<file path="src/rtl/stopwatch_ctrl_if.sv">
// Counter-side bus of the stopwatch: increment/clear controls going out,
// current BCD count (tens 0-5, ones 0-9) coming back from the counter.
interface stopwatch_ctrl_if;
  logic       cnt_en;
  logic       cnt_clr;
  logic [3:0] cnt_tens;
  logic [3:0] cnt_ones;

  modport master (
    output cnt_en,
    output cnt_clr,
    input  cnt_tens,
    input  cnt_ones
  );

  modport slave (
    input  cnt_en,
    input  cnt_clr,
    output cnt_tens,
    output cnt_ones
  );
endinterface

</file>
<file path="src/rtl/stopwatch_ctrl.sv">
// Stopwatch controller: start/stop and lap/clear buttons drive an external
// 00-59 BCD counter, with lap hold, minute tally and auto-stop at a target.
module stopwatch_ctrl (
  input  logic                    clk_1,
  input  logic                    rst,
  input  logic                    btn_ss,
  input  logic                    btn_lap,
  input  logic                    tgt_en,
  input  logic [3:0]              tgt_tens,
  input  logic [3:0]              tgt_ones,
  stopwatch_ctrl_if.master        cnt_bus,
  output logic [3:0]              disp_tens,
  output logic [3:0]              disp_ones,
  output logic [5:0]              minutes,
  output logic                    done,
  output logic [2:0]              state_o
);

  typedef enum logic [2:0] {
    IDLE  = 3'd0,
    RUN   = 3'd1,
    LAP   = 3'd2,
    PAUSE = 3'd3,
    DONE  = 3'd4
  } state_t;

  state_t     state;
  state_t     state_nx;
  logic       ss_prev;
  logic       lap_prev;
  logic       ss_p;
  logic       lap_p;
  logic       hit;
  logic       at_59;
  logic       run_req;
  logic       clr_req;
  logic       lap_capture;
  logic       min_clr;
  logic [3:0] lap_tens;
  logic [3:0] lap_ones;

  assign ss_p  = btn_ss  & ~ss_prev;
  assign lap_p = btn_lap & ~lap_prev;
  assign hit   = tgt_en & (cnt_bus.cnt_tens == tgt_tens) & (cnt_bus.cnt_ones == tgt_ones);
  assign at_59 = (cnt_bus.cnt_tens == 4'd5) & (cnt_bus.cnt_ones == 4'd9);

  // Event priority inside every state is hit > ss_p > lap_p; losers are dropped.
  always_comb begin
    // NOTE: every output of this block gets a default first so no path can infer a latch.
    state_nx    = state;
    run_req     = 1'b0;
    clr_req     = 1'b0;
    lap_capture = 1'b0;
    min_clr     = 1'b0;
    case (state)
      IDLE: begin
        if (ss_p)       state_nx = RUN;
        else if (lap_p) clr_req  = 1'b1;
      end
      RUN: begin
        run_req = ~hit;
        if (hit)        state_nx = DONE;
        else if (ss_p)  state_nx = PAUSE;
        else if (lap_p) begin
          state_nx    = LAP;
          lap_capture = 1'b1;
        end
      end
      LAP: begin
        run_req = ~hit;
        if (hit)        state_nx = DONE;
        else if (ss_p)  state_nx = PAUSE;
        else if (lap_p) state_nx = RUN;
      end
      PAUSE: begin
        if (ss_p)       state_nx = RUN;
        else if (lap_p) begin
          state_nx = IDLE;
          clr_req  = 1'b1;
          min_clr  = 1'b1;
        end
      end
      DONE: begin
        if (ss_p | lap_p) begin
          state_nx = IDLE;
          clr_req  = 1'b1;
          min_clr  = 1'b1;
        end
      end
      default: state_nx = IDLE;
    endcase
  end

  // Reset masks every control output so nothing reaches the counter mid-reset.
  assign cnt_bus.cnt_en  = run_req & ~rst;
  assign cnt_bus.cnt_clr = clr_req & ~rst;
  assign done            = (state == DONE) & ~rst;
  assign state_o         = state;

  always_comb begin
    disp_tens = cnt_bus.cnt_tens;
    disp_ones = cnt_bus.cnt_ones;
    if ((state == LAP) && !rst) begin
      disp_tens = lap_tens;
      disp_ones = lap_ones;
    end
  end

  // Button history resets high so a button held through reset is not a press.
  always_ff @(posedge clk_1) begin
    // NOTE: sequential state uses non-blocking assignments so all registers sample together.
    if (rst) begin
      state    <= IDLE;
      ss_prev  <= 1'b1;
      lap_prev <= 1'b1;
      lap_tens <= 4'd0;
      lap_ones <= 4'd0;
      minutes  <= 6'd0;
    end else begin
      state    <= state_nx;
      ss_prev  <= btn_ss;
      lap_prev <= btn_lap;
      if (lap_capture) begin
        lap_tens <= cnt_bus.cnt_tens;
        lap_ones <= cnt_bus.cnt_ones;
      end
      if (min_clr)
        minutes <= 6'd0;
      else if (cnt_bus.cnt_en && at_59 && (minutes != 6'd63))
        minutes <= minutes + 6'd1;
    end
  end

endmodule

</file>
<file path="src/flat_wrapper.sv">
// flat-port wrapper written by rule: the top's interface ports become plain ports
module stopwatch_ctrl_flat 
  (clk_1, rst, btn_ss, btn_lap, tgt_en, tgt_tens, tgt_ones, disp_tens, disp_ones, minutes, done, state_o, cnt_bus_cnt_en, cnt_bus_cnt_clr, cnt_bus_cnt_tens, cnt_bus_cnt_ones);
  stopwatch_ctrl_if cnt_bus_i ();
  input  logic clk_1;
  input  logic rst;
  input  logic btn_ss;
  input  logic btn_lap;
  input  logic tgt_en;
  input  logic [3:0] tgt_tens;
  input  logic [3:0] tgt_ones;
  output logic [3:0] disp_tens;
  output logic [3:0] disp_ones;
  output logic [5:0] minutes;
  output logic done;
  output logic [2:0] state_o;
  output wire logic [$bits(cnt_bus_i.cnt_en)-1:0] cnt_bus_cnt_en;
  output wire logic [$bits(cnt_bus_i.cnt_clr)-1:0] cnt_bus_cnt_clr;
  input wire logic [$bits(cnt_bus_i.cnt_tens)-1:0] cnt_bus_cnt_tens;
  input wire logic [$bits(cnt_bus_i.cnt_ones)-1:0] cnt_bus_cnt_ones;
  assign cnt_bus_cnt_en = cnt_bus_i.cnt_en;
  assign cnt_bus_cnt_clr = cnt_bus_i.cnt_clr;
  assign cnt_bus_i.cnt_tens = cnt_bus_cnt_tens;
  assign cnt_bus_i.cnt_ones = cnt_bus_cnt_ones;
  stopwatch_ctrl u_core (.clk_1(clk_1), .rst(rst), .btn_ss(btn_ss), .btn_lap(btn_lap), .tgt_en(tgt_en), .tgt_tens(tgt_tens), .tgt_ones(tgt_ones), .cnt_bus(cnt_bus_i), .disp_tens(disp_tens), .disp_ones(disp_ones), .minutes(minutes), .done(done), .state_o(state_o));
endmodule
</file>
<file path="config.mk">
export PLATFORM = sky130hd
export DESIGN_NAME = stopwatch_ctrl_flat
export DESIGN_NICKNAME = d
export VERILOG_FILES = /design/src/rtl/stopwatch_ctrl_if.sv /design/src/rtl/stopwatch_ctrl.sv /design/src/flat_wrapper.sv
export SDC_FILE = /design/constraint.sdc
export NUM_CORES = 1
export LEC_CHECK = 0
export CAP_MARGIN = 20
export CORE_MARGIN = 10
export CORE_UTILIZATION = 48
export DETAILED_ROUTE_END_ITERATION = 8
export PLACE_DENSITY = 0.84
export SYNTH_ARGS = -nofsm -noshare
export SYNTH_HDL_FRONTEND = slang
export SYNTH_SLANG_ARGS = --single-unit
</file>
<file path="constraint.sdc">
create_clock -name clk_1 -period 2.56 [get_ports clk_1]
set_input_delay 0.256 -clock clk_1 [delete_from_list [all_inputs] [get_ports clk_1]]
set_output_delay 0.256 -clock clk_1 [all_outputs]
set_load 0.005 [all_outputs]
</file>
==> impl_metrics.ini <==
[timing]
finalHoldViolCount = 0
fin_tns_setup_ps = 0
slew_violations = 0
fin_crit_ps = 2373
fmax_mhz = 421.4
rsz0062_at_grt = false
slew_headroom_pct = 59.80
setup_viol = 0
finalClockSkew_ps = 7.486
worst_hold_slack_ps = 511.8
fin_ws_ps = 186.8
tightest_slew_ps = 603.0
post-route-period-util_pct = 92.70

[routing]
first_pass_iters = 4
drt_first_iter_violations = 109
wirelength_mm = 3.285
num_vias = 1145
drc = 0
ant_nets = 0
wl_per_cell_um = 16.18
vias_per_cell = 5.640

[clock_tree]
clk_path_buf_depth = 2
cts_hold_buf = 0
cts_made_buffers = 3
clock_latency_ps = 300
cts.sinks = 19
ctsResizeCount = 0
post_cts_buffers = 0
cts-htree-levels = 1
cts_root_buf = clkbuf_4
path_clk_slew_ps = 110
tritoncts = built

[placed_design]
gp_routability_congestion = 0.8715
io_buffers = 40
dp_hpwl_mm = 2.575
placed_cell_area_um2 = 1624
detailedPlace.worstSlack_ps = 190.5
placed_cells = 199

[worst_setup_path]
worstPathRequired_ps = 2300
worstSetupPathType = flop to primary output
endpoint_kind = primary output
r2r_start = u_core.state_o[0]
critPathMaxFanout = 10
startpoint = u_core.state_o[2]
arrival_ps = 2120
cp_slowest_cell = clkdlybuf4s50_1
crit_chain = nor2_2 > and3_2 > mux2_2 > clkdlybuf4s50_1
critical_path.startpoint_type = flop
max_stage_delay_ps = 450

[final_layout]
drive_above_1_share_pct = 14.45
fin_util_pct = 67.90
final_cell_mix = clkdlybuf4s50_1, dfxtp_1, nor2_1
area_growth_pct = 37.93
nets = 196
finalNonFillerCells = 203
antenna_cells = 0
fin_area_um2 = 1652
mostFrequentLayoutCell = clkdlybuf4s50_1

[pwr]
leakage_nw = 0.6028
power_density_nw_per_um2 = 345.7
peakVddDrop_v = 0.0002663
finalPower_mw = 0.5710

[floorplan]
die_w_um = 69.95
dieArea_um2 = 4892
start_util_pct = 49.23
core_um2 = 2432
rows = 18
num_io_pins = 41
die_y_um = 69.95

[global_routing]
grt_max_degree = 16
grt_overflow_total = 0
antenna_found_initial = 0
grt_first_pass_wirelength_mm = 5.533
grtUsageTotal_pct = 13.36
first_global_vias = 1128

[synth]
yosys_warnings = 0
synth_top_cell_area_share_pct = 31.77
syn-num-nets = 154
synth_seq_cells = 19
ys.flop_type = dfxtp_1
yosys.area.top_type = dfxtp_1
ys_seq_area_share_pct = 31.77
synth_cell_types = 44
synthesis.area_um2 = 1197
syn_area_per_cell_um2 = 9.071
synth-async-reset-ratio_pct = 0
synth.area.top_cells = dfxtp_1, mux2_2, mux2i_1, xnor2_1, nor2_1
synth_edf_count = 0
synthCells = 132

[worst_hold_path]
worstHoldStart = u_core.lap_tens[1]
min_path_type = flop to flop

[status]
outcome = finished, final reports clean

[job]
cap_viol_max_count = 0
[registers in the layout (all words and copies together), names as in the netlist]
register         count
u_core.minutes       6
u_core.lap_ones      4
u_core.lap_tens      4
u_core.state_o       3
u_core.lap_prev      1
u_core.ss_prev       1
[critical path, delay by kind of cell, from the launching register on]
kind / cells / cell delay, ps
buffers and inverters: 1 / 450
flip-flops: 1 / 420
multiplexers: 1 / 370
AND/OR/NAND/NOR: 2 / 570
[layer usage]
metal	global-route usage, %	vias up	part of all wire [%]	wire [um]
met4	3.509	0	1.7	57
met1	15.97	531	42	1395
li1	-	575	-	-
met2	21.75	33	49	1626
met3	5.085	6	6.2	205
met5	0	-	0	0
[layout make-up]
cell class	count	area (um^2)
fill	197	780.7
multi-input combinational	104	773.2
timing repair buffer	43	422.9
sequential	19	380.4
tap	30	37.54
clock buffer	4	26.28
inverter	3	11.26
[cells in the mapped netlist (all sizes together), types with 2 or more instances]
cell type  count
mux2i          8
nand4          4
clkbuf         4
buf            2
nor2          16
o31ai          2
inv            3
nand2b         3
mux2           8
dfxtp         19
and4bb         2
o21ai          4
xnor2          8
nand2          6
or3            2
and3           3
nor4           3
a21oi          6
nand3          4
nor3           4
or2            2
[path summary, 6_finish.rpt]
path | endpoint | slack (ps) | depth (start not counted)
min reg2reg | u_core.lap_tens[1] | 510 | 2
max reg2reg | u_core.minutes[3] | 720 | 5
max | disp_ones[1] | 190 | 4
min | u_core.lap_tens[1] | 510 | 2
[power breakdown]
part           total (mW)  switching (mW)  internal, mW
sequential          0.304         0.00458         0.299
clock               0.149          0.0887        0.0607
combinational       0.118          0.0476        0.0702
[logic make-up (layout without fill, tap and decap cells)]
kind of cell / after synthesis / count (layout) / share of synthesized area, %
simple gates: 54 / 54 / 25.29
flops: 19 / 19 / 31.77
xor+xnor: 9 / 9 / 8.151
mux: 16 / 16 / 14.21
compound gates: 24 / 24 / 15.78
buf+inv: 9 / 50 / 3.761
fa+ha+maj: 1 / 1 / 1.045
Power figures use the tool's default switching activity.
